`src/rtl/keypad_pkg.sv`:
```
// Shared types and constants for the matrix keypad scanner: FSM states,
// key-code width helper and the vending panel's key codes.
package keypad_pkg;

    typedef enum logic [2:0] {
        IDLE,
        SCAN,
        DEB,
        HELD,
        REL
    } kp_state_e;

    // A 1x1 matrix still needs a one-bit code port.
    function automatic int code_width(input int rows, input int cols);
        return (rows * cols > 1) ? $clog2(rows * cols) : 1;
    endfunction

    // Vending panel on the 4x4 board: code = col_idx*4 + row_idx.
    localparam int KEY_W = 4;
    localparam logic [KEY_W-1:0] KEY_0      = 4'd0;
    localparam logic [KEY_W-1:0] KEY_1      = 4'd1;
    localparam logic [KEY_W-1:0] KEY_2      = 4'd2;
    localparam logic [KEY_W-1:0] KEY_3      = 4'd3;
    localparam logic [KEY_W-1:0] KEY_4      = 4'd4;
    localparam logic [KEY_W-1:0] KEY_5      = 4'd5;
    localparam logic [KEY_W-1:0] KEY_6      = 4'd6;
    localparam logic [KEY_W-1:0] KEY_7      = 4'd7;
    localparam logic [KEY_W-1:0] KEY_BACK   = 4'd8;
    localparam logic [KEY_W-1:0] KEY_ENSURE = 4'd9;

endpackage

```
`src/rtl/keypad_event_fifo.sv`:
```
// First-word-fall-through key event FIFO with a registered head word.
// A push into a full FIFO only lands when a pop happens in the same cycle.
module keypad_event_fifo #(
    parameter int DEPTH = 4,
    parameter int WIDTH = 4
) (
    input  logic             clk,
    input  logic             rst_n,
    input  logic             push,
    input  logic [WIDTH-1:0] wdata,
    input  logic             pop,
    output logic [WIDTH-1:0] rdata,
    output logic             full,
    output logic             empty
);
    localparam int AW = $clog2(DEPTH);
    localparam int PW = AW + 1;
    localparam logic [PW-1:0] PTR_ONE = PW'(1);

    logic [PW-1:0]    wptr_q, wptr_d;
    logic [PW-1:0]    rptr_q, rptr_d;
    logic [WIDTH-1:0] head_q, head_d;
    logic [WIDTH-1:0] mem_q [DEPTH];
    logic [WIDTH-1:0] mem_d [DEPTH];
    logic             do_push;
    logic             do_pop;

    assign empty   = (wptr_q == rptr_q);
    assign full    = (wptr_q[AW] != rptr_q[AW]) && (wptr_q[AW-1:0] == rptr_q[AW-1:0]);
    assign do_pop  = pop && !empty;
    assign do_push = push && (!full || do_pop);
    assign rdata   = head_q;

    always_comb begin
        wptr_d = wptr_q;
        rptr_d = rptr_q;
        mem_d  = mem_q;
        head_d = head_q;
        if (do_push) begin
            mem_d[wptr_q[AW-1:0]] = wdata;
            wptr_d                = wptr_q + PTR_ONE;
        end
        if (do_pop) begin
            rptr_d = rptr_q + PTR_ONE;
        end
        // Head follows the next read slot; the word being written this cycle
        // is not in mem_q yet, so it is forwarded when it becomes the head.
        if (wptr_d != rptr_d) begin
            head_d = (do_push && (wptr_q == rptr_d)) ? wdata : mem_q[rptr_d[AW-1:0]];
        end
    end

    always_ff @(posedge clk or negedge rst_n) begin
        if (!rst_n) begin
            wptr_q <= '0;
            rptr_q <= '0;
            head_q <= '0;
        end else begin
            wptr_q <= wptr_d;
            rptr_q <= rptr_d;
            head_q <= head_d;
        end
    end

    always_ff @(posedge clk) begin
        mem_q <= mem_d;
    end

endmodule

```
`src/rtl/matrix_keypad_scanner.sv`:
```
// ROWS x COLS keypad scanner: tick-paced column scan, press/release debounce,
// event FIFO. Define KEYPAD_REPEAT_EN to auto-repeat a held key's code.
module matrix_keypad_scanner
    import keypad_pkg::*;
#(
    parameter int ROWS           = 4,
    parameter int COLS           = 4,
    parameter int TICK_DIV       = 50000,
    parameter int DEBOUNCE_TICKS = 20,
    parameter int FIFO_DEPTH     = 4,
    parameter int REPEAT_DELAY   = 500,
    parameter int REPEAT_RATE    = 100
) (
    input  logic                              i_clk,
    input  logic                              i_rst_n,
    input  logic [ROWS-1:0]                   row,
    output logic [COLS-1:0]                   col,
    output logic [code_width(ROWS, COLS)-1:0] key_code,
    output logic                              key_valid,
    input  logic                              key_ready,
    output logic                              key_held,
    output logic                              overflow,
    input  logic                              clr_overflow
);
    localparam int CW  = code_width(ROWS, COLS);
    localparam int RW  = (ROWS > 1) ? $clog2(ROWS) : 1;
    localparam int CLW = (COLS > 1) ? $clog2(COLS) : 1;
    localparam int TW  = $clog2(TICK_DIV);
    localparam int DW  = (DEBOUNCE_TICKS > 1) ? $clog2(DEBOUNCE_TICKS) : 1;

    localparam logic [TW-1:0]  TICK_LAST = TW'(TICK_DIV - 1);
    localparam logic [DW-1:0]  DEB_LAST  = DW'(DEBOUNCE_TICKS - 1);
    localparam logic [CLW-1:0] COL_LAST  = CLW'(COLS - 1);

    if (TICK_DIV < 2 || DEBOUNCE_TICKS < 1 || FIFO_DEPTH < 2 ||
        REPEAT_DELAY < 1 || REPEAT_RATE < 1) begin : g_bad_params
        $error("matrix_keypad_scanner: invalid parameter set");
    end

    logic [ROWS-1:0] row_meta_q, row_meta_d;
    logic [ROWS-1:0] row_sync_q, row_sync_d;
    logic [TW-1:0]   tick_cnt_q, tick_cnt_d;
    logic            tick_q, tick_d;
    kp_state_e       state_q, state_d;
    logic [CLW-1:0]  c_q, c_d;
    logic [RW-1:0]   r_q, r_d;
    logic [DW-1:0]   cnt_q, cnt_d;
    logic            held_q, held_d;
    logic            push_q, push_d;
    logic [CW-1:0]   code_q, code_d;
    logic            overflow_q, overflow_d;
    logic [RW-1:0]   low_idx;
    logic            fifo_full;
    logic            fifo_empty;
    logic            pop;

`ifdef KEYPAD_REPEAT_EN
    localparam int REP_MAX = (REPEAT_DELAY > REPEAT_RATE) ? REPEAT_DELAY : REPEAT_RATE;
    localparam int RPW     = $clog2(REP_MAX + 1);
    localparam logic [RPW-1:0] REP_FIRST_LAST = RPW'(REPEAT_DELAY - 1);
    localparam logic [RPW-1:0] REP_NEXT_LAST  = RPW'(REPEAT_RATE - 1);

    logic [RPW-1:0] rep_q, rep_d;
    logic           rep_first_q, rep_first_d;
`endif

    always_comb begin
        row_meta_d = row;
        row_sync_d = row_meta_q;
        tick_d     = 1'b0;
        tick_cnt_d = tick_cnt_q + TW'(1);
        if (tick_cnt_q == TICK_LAST) begin
            tick_cnt_d = '0;
            tick_d     = 1'b1;
        end
    end

    always_comb begin
        low_idx = '0;
        for (int i = ROWS - 1; i >= 0; i--) begin
            if (!row_sync_q[i]) low_idx = RW'(i);
        end
    end

    always_comb begin
        state_d = state_q;
        c_d     = c_q;
        r_d     = r_q;
        cnt_d   = cnt_q;
        held_d  = held_q;
        push_d  = 1'b0;
        code_d  = CW'(int'(c_q) * ROWS + int'(r_q));
`ifdef KEYPAD_REPEAT_EN
        rep_d       = rep_q;
        rep_first_d = rep_first_q;
`endif
        if (tick_q) begin
            case (state_q)
                IDLE: begin
                    if (row_sync_q != '1) begin
                        state_d = SCAN;
                        c_d     = '0;
                    end
                end
                SCAN: begin
                    if (row_sync_q != '1) begin
                        state_d = DEB;
                        r_d     = low_idx;
                        cnt_d   = '0;
                    end else if (c_q == COL_LAST) begin
                        state_d = IDLE;
                    end else begin
                        c_d = c_q + CLW'(1);
                    end
                end
                DEB: begin
                    if (row_sync_q[r_q]) begin
                        state_d = IDLE;
                    end else if (cnt_q == DEB_LAST) begin
                        state_d = HELD;
                        push_d  = 1'b1;
                        held_d  = 1'b1;
`ifdef KEYPAD_REPEAT_EN
                        rep_d       = '0;
                        rep_first_d = 1'b1;
`endif
                    end else begin
                        cnt_d = cnt_q + DW'(1);
                    end
                end
                HELD: begin
                    if (row_sync_q[r_q]) begin
                        state_d = REL;
                        cnt_d   = '0;
                    end
`ifdef KEYPAD_REPEAT_EN
                    else if (rep_q == (rep_first_q ? REP_FIRST_LAST : REP_NEXT_LAST)) begin
                        push_d      = 1'b1;
                        rep_d       = '0;
                        rep_first_d = 1'b0;
                    end else begin
                        rep_d = rep_q + RPW'(1);
                    end
`endif
                end
                REL: begin
                    // Any low tick during release restarts the stability window.
                    if (!row_sync_q[r_q]) begin
                        cnt_d = '0;
                    end else if (cnt_q == DEB_LAST) begin
                        state_d = IDLE;
                        held_d  = 1'b0;
                    end else begin
                        cnt_d = cnt_q + DW'(1);
                    end
                end
                default: state_d = IDLE;
            endcase
        end
    end

    assign pop = key_valid && key_ready;

    always_comb begin
        overflow_d = overflow_q;
        if (clr_overflow) overflow_d = 1'b0;
        if (push_q && fifo_full && !pop) overflow_d = 1'b1;
    end

    always_ff @(posedge i_clk or negedge i_rst_n) begin
        if (!i_rst_n) begin
            row_meta_q <= '1;
            row_sync_q <= '1;
            tick_cnt_q <= '0;
            tick_q     <= 1'b0;
            state_q    <= IDLE;
            c_q        <= '0;
            r_q        <= '0;
            cnt_q      <= '0;
            held_q     <= 1'b0;
            push_q     <= 1'b0;
            overflow_q <= 1'b0;
        end else begin
            row_meta_q <= row_meta_d;
            row_sync_q <= row_sync_d;
            tick_cnt_q <= tick_cnt_d;
            tick_q     <= tick_d;
            state_q    <= state_d;
            c_q        <= c_d;
            r_q        <= r_d;
            cnt_q      <= cnt_d;
            held_q     <= held_d;
            push_q     <= push_d;
            overflow_q <= overflow_d;
        end
    end

`ifdef KEYPAD_REPEAT_EN
    always_ff @(posedge i_clk or negedge i_rst_n) begin
        if (!i_rst_n) begin
            rep_q       <= '0;
            rep_first_q <= 1'b1;
        end else begin
            rep_q       <= rep_d;
            rep_first_q <= rep_first_d;
        end
    end
`endif

    always_ff @(posedge i_clk) begin
        code_q <= code_d;
    end

    keypad_event_fifo #(
        .DEPTH (FIFO_DEPTH),
        .WIDTH (CW)
    ) u_fifo (
        .clk   (i_clk),
        .rst_n (i_rst_n),
        .push  (push_q),
        .wdata (code_q),
        .pop   (pop),
        .rdata (key_code),
        .full  (fifo_full),
        .empty (fifo_empty)
    );

    // Idle drives every column so any key press pulls a row low.
    assign col       = (state_q == IDLE) ? '0 : ~(COLS'(1) << c_q);
    assign key_valid = !fifo_empty;
    assign key_held  = held_q;
    assign overflow  = overflow_q;

endmodule
```
`config.mk`:
```
export PLATFORM = sky130hd
export DESIGN_NAME = matrix_keypad_scanner
export DESIGN_NICKNAME = d
export VERILOG_FILES = /design/src/rtl/keypad_pkg.sv /design/src/rtl/keypad_event_fifo.sv /design/src/rtl/matrix_keypad_scanner.sv
export SDC_FILE = /design/constraint.sdc
export NUM_CORES = 1
export LEC_CHECK = 0
export BUFFER_PORTS_ARGS = -buffer_cell sky130_fd_sc_hd__buf_2
export CAP_MARGIN = 20
export CORE_MARGIN = 1.5
export CORE_UTILIZATION = 55
export DETAILED_ROUTE_END_ITERATION = 8
export PLACE_DENSITY = 0.72
export SYNTH_ARGS = -nofsm -noshare
export SYNTH_HDL_FRONTEND = slang
export SYNTH_HIERARCHICAL = 1
export SYNTH_SLANG_ARGS = --single-unit
```
`constraint.sdc`:
```
create_clock -name i_clk -period 7.35 [get_ports i_clk]
set_input_delay 1.47 -clock i_clk [delete_from_list [all_inputs] [get_ports i_clk]]
set_output_delay 1.47 -clock i_clk [all_outputs]
set_load 0.02 [all_outputs]
```
==> out/metrics.cfg <==
[run_status]
outcome=complete, no violations

[drt]
wl_um=6588
wl_per_cell_um=15.36
first_iter_violations=108
drtPass1Iterations=4
ant_nets=0
via_per_inst=5.760
drc_errors=0
vias=2471

[critical_path]
startpoint_type=input port
crit_arrival_ns=3.70
cp_max_fo=7
reg2regPathDepth=10
crit_required_ns=7.58
cp-end-kind=flop
crit_type=in -> reg

[floorplan]
die_w_um=86.04
die-height_um=86.04
dieArea_mm2=0.007402
rows=30
core_mm2=0.006719
io_pins=19
initial_core_util=0.5644

[yosys]
synth.distinct_cells=67
ys_ff_latch=70
yosys_warnings=6
async_flop_share=0.7143
synth_edf_count=16
synth_top_area_frac=0.2771
synthCells=324
synth_area_leaders=dfrtp_1 (28%), edfxtp_1 (13%), mux2i_1 (6.9%), dfstp_2 (5.5%), ha_1 (3.6%)
synthFlopType=dfrtp_1
syn_area_mm2=0.003792
ys_seq_area_frac=0.4804
synth_nets=343
avgSynthCellArea_um2=11.70
yosysTopAreaCell=dfrtp_1

[grt]
grt_max_degree=51
grt_pass1_vias=2409
grt_use_total=0.1977
gr-total-overflow=0
grt_pass1_wl_um=11270
antenna_found_initial=0

[timing]
fin_tns_setup_ns=0
hold_slack_ns=0.3568
max_freq_mhz=287.9
rsz0062_at_grt=no
finalSetupViolations=0
fin_skew_ns=0.005851
max_slew_margin=0.5497
drv_slew=0
period_share=0.4725
worstMarginPinSlew_ns=0.6702
final.min_clock_period_ns=3.473
finalHoldViolCount=0

[clock_tree]
clkTransAtPathRegs_ns=0.07
holdBufCountCts=0
worstSkewPairLatency_ns=0.34
clock-root-buffer=clkbuf_8
cts_setup_buffers=0
cts_tree=done
cts_resized=0
clockBufferDepth=2
cts_buffers=9
cts.sinks=70
htreeDepth=3

[place]
gp_congestion=0.8591
dp.cells=413
portBuffers=18
dp_hpwl_um=4590

[final_layout]
fin_cells=429
multi_input_area_mm2=0.001831
drive_gt1_frac=0.2120
n_fill_cell=546
syn2layout_area_growth_pct=9.238
nNetsFinal=363
diodes=0
seq_area_mm2=0.001822

[pwr]
power_frac_comb=0.272
leakagePower_nw=1.812
sw_frac_of_total=0.3177
internal_power_mw=0.7255
p_per_area_mw_per_mm2=256.7
power.share.sequential=0.414
pwr-share-clk=0.314
vdd_drop_max_mv=0.1660
p_sw_mw=0.3378

[min_path]
hold_path.class=reg -> reg
whs_path_depth=0

[job]
maxCapViolations=0

[registers in the layout, summed over array words and instances, names as in the netlist]
register and cells:
tick_cnt_q 16, u_fifo/mem_q 16, cnt_q 5, code_q 4, row_meta_q 4, row_sync_q 4
u_fifo/rdata 4, state_q 3, u_fifo/rptr_q 3, u_fifo/wptr_q 3, c_q 2, r_q 2
key_held 1, overflow 1, push_q 1, tick_q 1
[critical path, cell delays in order]
cell	delay, ns
buf_2	0.07
nor2b_1	0.53
mux2_2	0.41
a31oi_2	0.38
nor3_2	0.10
nor4b_4	0.34
mux2i_1	0.12
mux2_4	0.27
[worst paths after layout]
check                                 start               to  slack [ns]
setup / recovery                  key_ready  u_fifo/rdata[2]        3.88
hold / removal                row_meta_q[3]    row_sync_q[3]        0.36
setup reg to reg           u_fifo/rptr_q[0]  u_fifo/rdata[2]        3.93
hold reg to reg               row_meta_q[3]    row_sync_q[3]        0.36
max in group asynchronous           i_rst_n           push_q        5.70
min in group asynchronous           i_rst_n         overflow        1.22
[synth_stat cells, drive strengths merged, types with 3 or more instances]
| library cell | instances |
|---|---|
| a211oi | 3 |
| a21oi | 9 |
| and2 | 4 |
| and3 | 3 |
| buf | 7 |
| clkbuf | 3 |
| dfrtp | 42 |
| dfstp | 8 |
| dfxtp | 4 |
| edfxtp | 16 |
| ha | 11 |
| inv | 21 |
| mux2 | 5 |
| mux2i | 26 |
| mux4 | 3 |
| nand2 | 19 |
| nand3 | 12 |
| nand3b | 4 |
| nand4 | 4 |
| nor2 | 35 |
| nor2b | 3 |
| nor3 | 6 |
| o2111ai | 3 |
| o21ai | 9 |
| o22ai | 4 |
| or3b | 3 |
| xnor2 | 9 |
| xor2 | 16 |
[power groups by stage]
stage / logic [mW] / registers, mW / clock network (mW)
6_report: 0.289 / 0.441 / 0.333
5_1_grt: 0.314 / 0.443 / 0.360
4_1_cts: 0.291 / 0.441 / 0.343
3_5_place_dp: 0.288 / 0.449 / 0
3_3_place_gp: 0.282 / 0.448 / 0
2_1_floorplan: 0.260 / 0.430 / 0
[cell usage in the layout (no fill, tap or decap), types with 3 or more instances in the layout]
cell,n
mux2i_1,26
and2_2,4
nand4_1,4
xnor2_2,3
dfxtp_1,4
ha_1,11
inv_1,21
a21oi_1,9
o22ai_1,3
o2111ai_1,3
mux4_1,3
nand2_1,19
xnor2_1,5
buf_2,18
mux2_4,4
nor3_1,5
o21ai_1,5
nor2b_1,3
nand3_1,12
o21ai_0,4
xor2_1,14
dfstp_2,8
nor2_1,34
a211oi_1,3
clkbuf_8,9
and3_1,3
nand3b_1,4
edfxtp_1,16
dfrtp_1,42
[cells by family after synthesis]
logic type / synth area share
AOI/OAI and AO/OA: 0.1099
xor gates and xnor gates: 0.07258
adders and majority gates: 0.03629
buffers and inverters: 0.03695
DFF: 0.4804
muxes: 0.1082
and+or+nand+nor: 0.1557
[stage by stage]
step           power, mW  area, µm²  utilization  worst slack [ns]
2_1_floorplan     0.6897       3792            -             3.809
3_3_place_gp      0.7305       3929       0.5847             3.563
3_5_place_dp      0.7370       3929       0.5847             3.529
4_1_cts            1.076       4143       0.6166             3.903
5_1_grt            1.117       4143       0.6166             3.727
6_report           1.063       4143       0.6166             3.877
[final cells by class]
class / instances / share of cell area
well taps: 80 / 0.02416
clock buffers: 10 / 0.03081
flip-flops and latches: 70 / 0.4397
multi-input cells: 223 / 0.4419
inverters: 21 / 0.01903
repair buffers: 19 / 0.02356
clock inverters: 6 / 0.02084
[routing by layer]
layer,track usage,vias to the layer above,share of wire
met2,0.3450,53,0.52
met5,0,-,0
met1,0.2386,1214,0.43
met4,0.07771,0,0.010
li1,-,1196,-
met3,0.04331,8,0.039
Power figures use the tool's default switching activity.
